### src/rtl/b01_serial_driver.sv
// +----------------------------------------------------------------------------+
// | Module      : b01_serial_driver                                            |
// | Description : Serialises an operand pair LSB-first onto LINE1/LINE2 and    |
// |               reassembles the returned adder bit stream plus a sticky      |
// |               overflow flag. Optional macro B01_DRV_CHECK_EN adds an       |
// |               on-line result checker driving the mismatch output.          |
// | Revision    : 1.0 - initial release                                        |
// +----------------------------------------------------------------------------+
`default_nettype none

module b01_serial_driver #(
  parameter int WIDTH  = 8,
  parameter int RX_LAT = 1
) (
  input  logic             clock,
  input  logic             reset,
  input  logic             in_valid,
  output logic             in_ready,
  input  logic [WIDTH-1:0] op_a,
  input  logic [WIDTH-1:0] op_b,
  output logic             LINE1,
  output logic             LINE2,
  input  logic             outp_in,
  input  logic             ovf_in,
  output logic             out_valid,
  input  logic             out_ready,
  output logic [WIDTH-1:0] sum,
  output logic             ovf
`ifdef B01_DRV_CHECK_EN
  ,
  output logic             mismatch
`endif
);

  localparam int c_cnt_w = $clog2(WIDTH + RX_LAT + 1);
  localparam logic [c_cnt_w-1:0] c_width_m1 = c_cnt_w'(WIDTH - 1);
  localparam logic [c_cnt_w-1:0] c_lat_m1   = c_cnt_w'((RX_LAT > 0) ? RX_LAT - 1 : 0);
  localparam logic [c_cnt_w:0]   c_width_x  = (c_cnt_w + 1)'(WIDTH);
  localparam logic [c_cnt_w:0]   c_lat_x    = (c_cnt_w + 1)'(RX_LAT);

  typedef enum logic [1:0] {
    S_IDLE  = 2'd0,
    S_SHIFT = 2'd1,
    S_DRAIN = 2'd2,
    S_HOLD  = 2'd3
  } state_t;

  state_t             r_state;
  logic [c_cnt_w-1:0] r_cnt;
  logic [WIDTH-1:0]   r_a;
  logic [WIDTH-1:0]   r_b;

  logic [c_cnt_w:0]   w_elapsed;
  logic               w_sample;
  logic [WIDTH-1:0]   w_sum_nxt;
  logic               w_ovf_nxt;
  logic               w_accept;
  logic               w_shift_last;
  logic               w_drain_last;
  logic               w_enter_hold;
  logic               w_result_taken;

  // Cycles since the first bit went out; the result bit for bit k arrives at k+RX_LAT.
  always_comb begin
    w_elapsed = '0;
    if (r_state == S_SHIFT) begin
      w_elapsed = {1'b0, r_cnt};
    end else if (r_state == S_DRAIN) begin
      w_elapsed = {1'b0, r_cnt} + c_width_x;
    end
  end

  assign w_sample       = ((r_state == S_SHIFT) || (r_state == S_DRAIN)) && (w_elapsed >= c_lat_x);
  assign w_sum_nxt      = w_sample ? {outp_in, sum[WIDTH-1:1]} : sum;
  assign w_ovf_nxt      = ovf | (w_sample & ovf_in);
  assign w_accept       = (r_state == S_IDLE) && in_valid && in_ready;
  assign w_shift_last   = (r_state == S_SHIFT) && (r_cnt == c_width_m1);
  assign w_drain_last   = (r_state == S_DRAIN) && (r_cnt == c_lat_m1);
  assign w_enter_hold   = (w_shift_last && (RX_LAT == 0)) || w_drain_last;
  assign w_result_taken = (r_state == S_HOLD) && out_valid && out_ready;

  always_ff @(posedge clock) begin
    if (reset) begin
      r_state   <= S_IDLE;
      r_cnt     <= '0;
      r_a       <= '0;
      r_b       <= '0;
      in_ready  <= 1'b0;
      LINE1     <= 1'b0;
      LINE2     <= 1'b0;
      out_valid <= 1'b0;
      sum       <= '0;
      ovf       <= 1'b0;
    end else begin
      case (r_state)
        S_IDLE: begin
          in_ready <= 1'b1;
          if (w_accept) begin
            in_ready <= 1'b0;
            LINE1    <= op_a[0];
            LINE2    <= op_b[0];
            r_a      <= op_a >> 1;
            r_b      <= op_b >> 1;
            sum      <= '0;
            ovf      <= 1'b0;
            r_cnt    <= '0;
            r_state  <= S_SHIFT;
          end
        end
        S_SHIFT: begin
          sum <= w_sum_nxt;
          ovf <= w_ovf_nxt;
          if (w_shift_last) begin
            LINE1 <= 1'b0;
            LINE2 <= 1'b0;
            r_cnt <= '0;
            if (w_enter_hold) begin
              out_valid <= 1'b1;
              r_state   <= S_HOLD;
            end else begin
              r_state   <= S_DRAIN;
            end
          end else begin
            LINE1 <= r_a[0];
            LINE2 <= r_b[0];
            r_a   <= r_a >> 1;
            r_b   <= r_b >> 1;
            r_cnt <= r_cnt + 1'b1;
          end
        end
        S_DRAIN: begin
          sum <= w_sum_nxt;
          ovf <= w_ovf_nxt;
          if (w_drain_last) begin
            r_cnt     <= '0;
            out_valid <= 1'b1;
            r_state   <= S_HOLD;
          end else begin
            r_cnt <= r_cnt + 1'b1;
          end
        end
        S_HOLD: begin
          // in_ready rises on the exit edge, so IDLE always lasts at least one cycle.
          if (w_result_taken) begin
            out_valid <= 1'b0;
            in_ready  <= 1'b1;
            sum       <= '0;
            ovf       <= 1'b0;
            r_cnt     <= '0;
            r_state   <= S_IDLE;
          end
        end
        default: begin
          r_state <= S_IDLE;
        end
      endcase
    end
  end

`ifdef B01_DRV_CHECK_EN
  logic [WIDTH-1:0] r_exp;
  logic             r_carry;

  // The final sample lands on the same edge that enters HOLD, so compare the next values.
  always_ff @(posedge clock) begin
    if (reset) begin
      r_exp    <= '0;
      r_carry  <= 1'b0;
      mismatch <= 1'b0;
    end else if (w_accept) begin
      {r_carry, r_exp} <= {1'b0, op_a} + {1'b0, op_b};
      mismatch         <= 1'b0;
    end else if (w_enter_hold) begin
      mismatch <= (w_sum_nxt != r_exp) || (w_ovf_nxt != r_carry);
    end else if (w_result_taken) begin
      mismatch <= 1'b0;
    end
  end
`endif

endmodule

`default_nettype wire

### config.mk
export PLATFORM = sky130hd
export DESIGN_NAME = b01_serial_driver
export DESIGN_NICKNAME = d
export VERILOG_FILES = /design/src/rtl/b01_serial_driver.sv
export SDC_FILE = /design/constraint.sdc
export NUM_CORES = 1
export LEC_CHECK = 0
export CORE_MARGIN = 2
export CORE_UTILIZATION = 30
export CTS_CLUSTER_SIZE = 16
export DETAILED_ROUTE_END_ITERATION = 6
export GPL_TIMING_DRIVEN = 1
export PLACE_DENSITY_LB_ADDON = 0.12
export SLEW_MARGIN = 20
export SYNTH_ARGS = -nofsm -noshare
export SYNTH_HDL_FRONTEND = slang
export SYNTH_SLANG_ARGS = --single-unit
### constraint.sdc
create_clock -name clock -period 1.9 [get_ports clock]
set_input_delay 0.38 -clock clock [delete_from_list [all_inputs] [get_ports clock]]
set_output_delay 0.38 -clock clock [all_outputs]
set_load 0.03 [all_outputs]
==> flow_metrics.py, run 1 <==
metrics = {
    "critical_path": {
        "cp-end-kind": "flop",
        "crit_slowest_cell": "or4b_4",
        "crit_required_ps": 2070,
        "worstPathArrival_ps": 2010,
        "crit_family": "simple AND/OR/NAND/NOR gates",
        "crit_fanout": 3,
        "crit_type": "flop to flop",
        "r2r_end": "r_state[1]$_SDFFE_PP0P_",
        "start_kind": "flop",
        "path_cells": "inv_2, ha_4, or4b_4, a311oi_4, mux2i_1, nor2_1",
        "slowest_delay_ps": 540,
        "r2r_cells": 6,
        "r2r_setup_slack_ps": 60,
        "rr_startpoint": "r_state[1]$_SDFFE_PP0P_",
        "path_buf_inv": 1,
    },
    "global_routing": {
        "use_met1_pct": 16.8,
        "antenna_found_initial": 0,
        "grt_pass1_vias": 1343,
        "grt_max_degree": 23,
        "grt_util_met3_pct": 4.07,
        "grt.total_usage_pct": 12.8,
        "grt_remaining_overflow": 0,
        "grt.busiest_layer": "met2",
        "grt_pass1_wl_um": 6100,
        "grtUsageMet2_pct": 19.5,
    },
    "logic_synthesis": {
        "synth_commonest_cells": "dfxtp_1, nor2_1, a211oi_1, mux2i_1, nand2b_1",
        "synthTopCellsByArea": "dfxtp_1, mux2i_1, a211oi_1",
        "synth.distinct_cells": 35,
        "synth-edff-count": 0,
        "yosysMostFrequentCell": "dfxtp_1",
        "synthCells": 179,
        "ys.flop_type": "dfxtp_1",
        "synth_async_sr_flop_share_pct": 0,
        "ys_seq_area_share_pct": 40.7,
        "ys.warnings.count": 0,
        "syn_avg_cell_area_sq_um": 9.06,
        "synth_top_area_share_pct": 40.7,
        "syn_area_sq_mm": 0.00162,
        "yosys.area.top_type": "dfxtp_1",
        "ys_seq_elements": 33,
        "synthesis.nets": 208,
    },
    "hold_path": {
        "hp-class": "flop to flop",
        "hold_end": "r_a[6]$_SDFFE_PP0P_",
        "whs_path_depth": 2,
        "worstHoldStart": "r_a[6]$_SDFFE_PP0P_",
    },
    "place": {
        "dp.final_hpwl_um": 2820,
        "io_buffers": 34,
        "preCtsSetupSlack_ps": 23.8,
        "gp_congestion": 0.723,
        "post-place-cells": 288,
    },
    "sta": {
        "slew_headroom_pct": 73.4,
        "period_share_pct": 96.8,
        "hold_viol_final": 0,
        "fin_ws_ps": 61.2,
        "setup_viol": 0,
        "post-route-min-period_ps": 1840,
        "final.setup_skew_ps": 6.45,
        "finalMaxSlewViolations": 0,
        "clock.fmax_mhz": 544,
        "rsz0062_at_grt": "true",
        "worstMarginPinSlew_ps": 396,
    },
    "floorplanning": {
        "core.rowCount": 26,
        "die_w_um": 77.5,
        "fp.coreArea_sq_mm": 0.00517,
        "pin_count": 35,
        "die-area_sq_mm": 0.00601,
        "initial_core_util_pct": 31.3,
        "die_h_um": 77.5,
    },
    "clocking": {
        "root_buffer": "clkbuf_8",
        "h-tree-depth": 2,
        "cts_tree": "done",
        "cts_sinks": 33,
        "numCtsBuffers": 5,
        "clockBufferDepth": 2,
        "path_clk_slew_ps": 70,
        "ctsHoldBuffers": 0,
        "clock_latency_ps": 280,
    },
    "pwr": {
        "p_per_area_mw_per_mm2": 1390,
        "ir_drop_uv": 618,
        "p_leak_nw": 0.818,
        "power_mw": 3.15,
    },
    "routing": {
        "drc": 0,
        "postRouteAntennaNets": 0,
        "dr.first_iter.drc_count": 37,
        "firstDrtPassIters": 4,
        "wl_um": 3650,
        "vias": 1442,
        "viasPerCell": 4.86,
        "post_drt_wl_per_cell_um": 12.3,
    },
    "finish": {
        "n_antenna_cell": 0,
        "syn_to_final_growth_pct": 40.2,
        "nets": 255,
        "finalNonFillerCells": 297,
        "drive_above_1_share_pct": 18.1,
    },
    "flow_run": {
        "cap_violations": 0,
    },
    "status": {
        "status": "complete, no violations",
    },
}
[layer usage]
metal	vias up	share of wire (%)
met1	662	50
met5	-	0
met2	31	44
met4	0	1.2
met3	5	4.7
li1	744	-
[kinds of logic after synthesis]
| group | synth area share, % |
|---|---|
| fa+ha+maj | 5.40 |
| simple gates | 20.9 |
| mux | 8.02 |
| compound gates | 20.8 |
| flops | 40.7 |
| buf+inv | 4.09 |
[repair_timing]
item,in CTS,in global routing
buffers inserted,0,1
endpoints found under the setup margin,0,9
resized for setup,0,14
[power breakdown]
group          switching, mW  total (mW)  leakage [nW]  internal (mW)
clock network          0.249       0.577        0.0542          0.327
registers              0.109       0.974         0.271          0.865
logic                  0.825        1.60         0.493          0.777
[metrics by stage]
| stage | hold slack (ps) | TNS (ps) | cell area, sq um | util, % |
|---|---|---|---|---|
| floorplan | 450 | 0 | 1620 | - |
| global placement | 462 | 0 | 2120 | 41.0 |
| detailed placement | 474 | 0 | 2120 | 41.0 |
| CTS | 486 | 0 | 2220 | 43.0 |
| global route | 498 | -48.5 | 2270 | 44.0 |
| finish | 483 | 0 | 2270 | 44.0 |
[state kept, by name, indices dropped and copies added (netlist names)]
| name | cells |
|---|---|
| sum | 8 |
| r_a | 7 |
| r_b | 7 |
| r_cnt | 4 |
| r_state | 2 |
| LINE1 | 1 |
| LINE2 | 1 |
| in_ready | 1 |
| out_valid | 1 |
| ovf | 1 |
[how the worst max path moves through the flow]
stage / start / to / slack, ps / cells after the start
after CTS: r_state[0]$_SDFFE_PP0P_ / sum[6]$_SDFFE_PP0P_ / 20 / 6
after global placement: r_cnt[0]$_SDFFE_PP0P_ / r_state[1]$_SDFFE_PP0P_ / 60 / 6
after global routing: r_state[1]$_SDFFE_PP0P_ / r_state[0]$_SDFFE_PP0P_ / -30 / 6
after floorplan: r_state[1]$_SDFFE_PP0P_ / r_state[1]$_SDFFE_PP0P_ / 60 / 6
final: r_state[1]$_SDFFE_PP0P_ / r_state[1]$_SDFFE_PP0P_ / 60 / 6
after detailed placement: in_valid / r_b[3]$_SDFFE_PP0P_ / 20 / 6
[final cells by class]
cell class              instances  area (sq um)
fillers                       506          2900
multi-input cells             130           923
repair buffers                 48           465
clock inverters                 1          5.00
clock buffers                   7          96.3
inverters                       8          30.0
well taps                      70          87.6
flip-flops and latches         33           666
[cell usage in the layout (no fill, tap or decap), types with 4 or more instances in the layout]
cell type	Yosys	final
clkdlybuf4s50_1	0	34
dfxtp_1	33	29
nor2_1	29	29
a211oi_1	15	14
mux2i_1	13	13
buf_4	1	12
nand2b_1	9	9
nand2_1	8	8
nand3_1	7	7
clkbuf_8	0	7
inv_1	8	6
a21oi_1	6	6
o22ai_1	5	5
ha_1	7	4
dfxtp_2	0	4
[worst min-delay path, cell delays in order, from the launching register on]
cell	delay, ps
dfxtp_1	310
nand2b_1	70
a21oi_1	60
Power figures use the tool's default switching activity.
==> run 2, diff against run 1 <==
--- a/config.mk
+++ b/config.mk
@@ -5,11 +5,13 @@
 export SDC_FILE = /design/constraint.sdc
 export NUM_CORES = 1
 export LEC_CHECK = 0
+export ABC_AREA = 1
 export CORE_MARGIN = 2
 export CORE_UTILIZATION = 30
 export CTS_CLUSTER_SIZE = 16
 export DETAILED_ROUTE_END_ITERATION = 6
 export GPL_TIMING_DRIVEN = 1
+export HOLD_SLACK_MARGIN = 0.05
 export PLACE_DENSITY_LB_ADDON = 0.12
 export SLEW_MARGIN = 20
 export SYNTH_ARGS = -nofsm -noshare
==> run 2 against run 1 <==
Effect of this change: setup slack better by 120 ps; largest cell class unchanged; first-iteration DRC count up 49%; critical path depth down 5; highest routed layer unchanged; sequential power up 6%; maximum frequency up 6.8%; synthesized cell count up 32%; non-clock buffer count down 7; total power up 13%; sequential cell count unchanged.
==> flow_metrics.py, run 2 <==
metrics = {
    "routing": {
        "postRouteAntennaNets": 0,
        "drc": 0,
        "vias": 1570,
        "viasPerCell": 4.54,
        "post_drt_wl_per_cell_um": 11.7,
        "wl_um": 4050,
        "dr.first_iter.drc_count": 55,
        "firstDrtPassIters": 4,
    },
    "floorplanning": {
        "die_w_um": 80.6,
        "pin_count": 35,
        "die_h_um": 80.6,
        "core.rowCount": 27,
        "initial_core_util_pct": 31.6,
        "die-area_sq_mm": 0.00649,
        "fp.coreArea_sq_mm": 0.00557,
    },
    "logic_synthesis": {
        "synthTopCellsByArea": "dfxtp_1, nand2_1, nor2_1",
        "synth-edff-count": 0,
        "syn_area_sq_mm": 0.00176,
        "synth_top_area_share_pct": 37.6,
        "ys.warnings.count": 0,
        "ys_seq_elements": 33,
        "synth_commonest_cells": "nand2_1, dfxtp_1, nor2_1, o21ai_0, nand3_1",
        "ys_seq_area_share_pct": 37.6,
        "syn_avg_cell_area_sq_um": 7.45,
        "synth.distinct_cells": 28,
        "yosys.area.top_type": "dfxtp_1",
        "ys.flop_type": "dfxtp_1",
        "synthCells": 236,
        "yosysMostFrequentCell": "nand2_1",
        "synth_async_sr_flop_share_pct": 0,
        "synthesis.nets": 265,
    },
    "place": {
        "gp_congestion": 0.851,
        "post-place-cells": 339,
        "placed_cell_area_sq_mm": 0.00216,
        "io_buffers": 34,
        "dp.final_hpwl_um": 2890,
        "preCtsSetupSlack_ps": 123,
    },
    "critical_path": {
        "slowest_delay_ps": 690,
        "crit_required_ps": 1520,
        "crit_fanout": 3,
        "worstPathArrival_ps": 1340,
        "cp-end-kind": "output pin",
        "path_buf_inv": 1,
        "crit_slowest_cell": "clkdlybuf4s50_1",
        "path_cells": "clkdlybuf4s50_1",
        "start_kind": "flop",
        "crit_type": "flop to output pin",
        "crit_family": "buffers and inverters",
    },
    "sta": {
        "clock.fmax_mhz": 581,
        "finalMaxSlewViolations": 0,
        "period_share_pct": 90.6,
        "rsz0062_at_grt": "false",
        "setup_viol": 0,
        "whs_ps": 464,
        "final.setup_skew_ps": 2.75,
        "fin_ws_ps": 178,
        "slew_headroom_pct": 78.9,
        "worstMarginPinSlew_ps": 316,
        "finalSetupTns_ps": 0,
        "post-route-min-period_ps": 1720,
        "hold_viol_final": 0,
    },
    "finish": {
        "utilization_pct": 40.3,
        "syn_to_final_growth_pct": 27.8,
        "drive_above_1_share_pct": 14.2,
        "nets": 303,
        "final_area_sq_mm": 0.00225,
        "top_regs": "sum x8, r_a x7, r_b x7",
        "seq_area_sq_um": 661,
        "largest_register_ffs": 8,
        "fill_cells": 606,
        "finalNonFillerCells": 346,
        "multi_input_area_sq_um": 957,
        "regMostFlops": "sum",
        "final_cell_mix": "nand2_1, clkdlybuf4s50_1, dfxtp_1",
        "layout_commonest_cell": "nand2_1",
        "n_antenna_cell": 0,
    },
    "status": {
        "status": "complete, no violations",
    },
    "global_routing": {
        "grtUsageMet2_pct": 19.6,
        "grt_max_degree": 21,
        "grt_pass1_vias": 1500,
        "grt_pass1_wl_um": 7150,
        "grt_remaining_overflow": 0,
        "use_met1_pct": 21.3,
        "grt.total_usage_pct": 14.5,
        "grt.busiest_layer": "met1",
        "grt_util_met3_pct": 3.82,
        "antenna_found_initial": 0,
    },
    "clocking": {
        "cts_setup_buffers": 0,
        "clockBufferDepth": 2,
        "numCtsBuffers": 5,
        "cts_sinks": 33,
        "path_clk_slew_ps": 60,
        "ctsHoldBuffers": 0,
        "root_buffer": "clkbuf_8",
        "clock_latency_ps": 280,
        "h-tree-depth": 2,
        "cts_resized": 0,
        "cts_tree": "done",
    },
    "pwr": {
        "power_mw": 3.56,
        "p_per_area_mw_per_mm2": 1580,
        "ir_drop_uv": 549,
        "p_leak_nw": 0.896,
    },
    "hold_path": {
        "hp-class": "flop to flop",
    },
    "flow_run": {
        "cap_violations": 0,
    },
}
[run 2: cell types whose count changed after synthesis, moves of 6 or more]
cell      previous run  this run
nand2_2              0         6
nand2b_1             9         0
nand2_1              8        51
a21oi_1              6        14
a211oi_1            15         0
nand3_1              7        17
o21ai_0              3        19
mux2i_1             13         0
nand4_1              2         9
[run 2: where the power goes]
group	total, mW	switching, mW	internal [mW]
Clock	0.527	0.240	0.287
Sequential	1.03	0.131	0.898
Combinational	2.01	1.33	0.674
Total	3.56	1.70	1.86
[run 2: final timing paths]
path	start	to	slack, ps	cells past startpoint
max reg2reg	r_state[0]$_SDFFE_PP0P_	sum[1]$_SDFFE_PP0P_	280	8
min reg2reg	r_b[6]$_SDFFE_PP0P_	r_b[6]$_SDFFE_PP0P_	460	2
max	in_ready$_SDFFE_PP0P_	in_ready	180	1
min	r_b[6]$_SDFFE_PP0P_	r_b[6]$_SDFFE_PP0P_	460	2
[run 2: cell type report]
| cell class | instances | area share, % |
|---|---|---|
| multi-input combinational | 178 | 42.6 |
| sequential | 33 | 29.4 |
| timing repair buffer | 41 | 17.5 |
| tap | 72 | 4.01 |
| clock buffer | 7 | 3.84 |
| inverter | 15 | 2.73 |
[run 2: metal layers]
layer | share of wire (%) | routed length [um] | vias to the layer above
li1 | - | - | 856
met1 | 53 | 2160 | 677
met2 | 41 | 1660 | 32
met3 | 4.0 | 162 | 5
met4 | 1.6 | 66 | 0
met5 | 0 | 0 | -
[run 2: logic make-up after synthesis]
| kind of cell | after synthesis | share of synthesized area (%) |
|---|---|---|
| simple gates | 130 | 36.8 |
| flops | 33 | 37.6 |
| buf+inv | 25 | 8.04 |
| fa+ha+maj | 7 | 4.98 |
| compound gates | 41 | 12.7 |
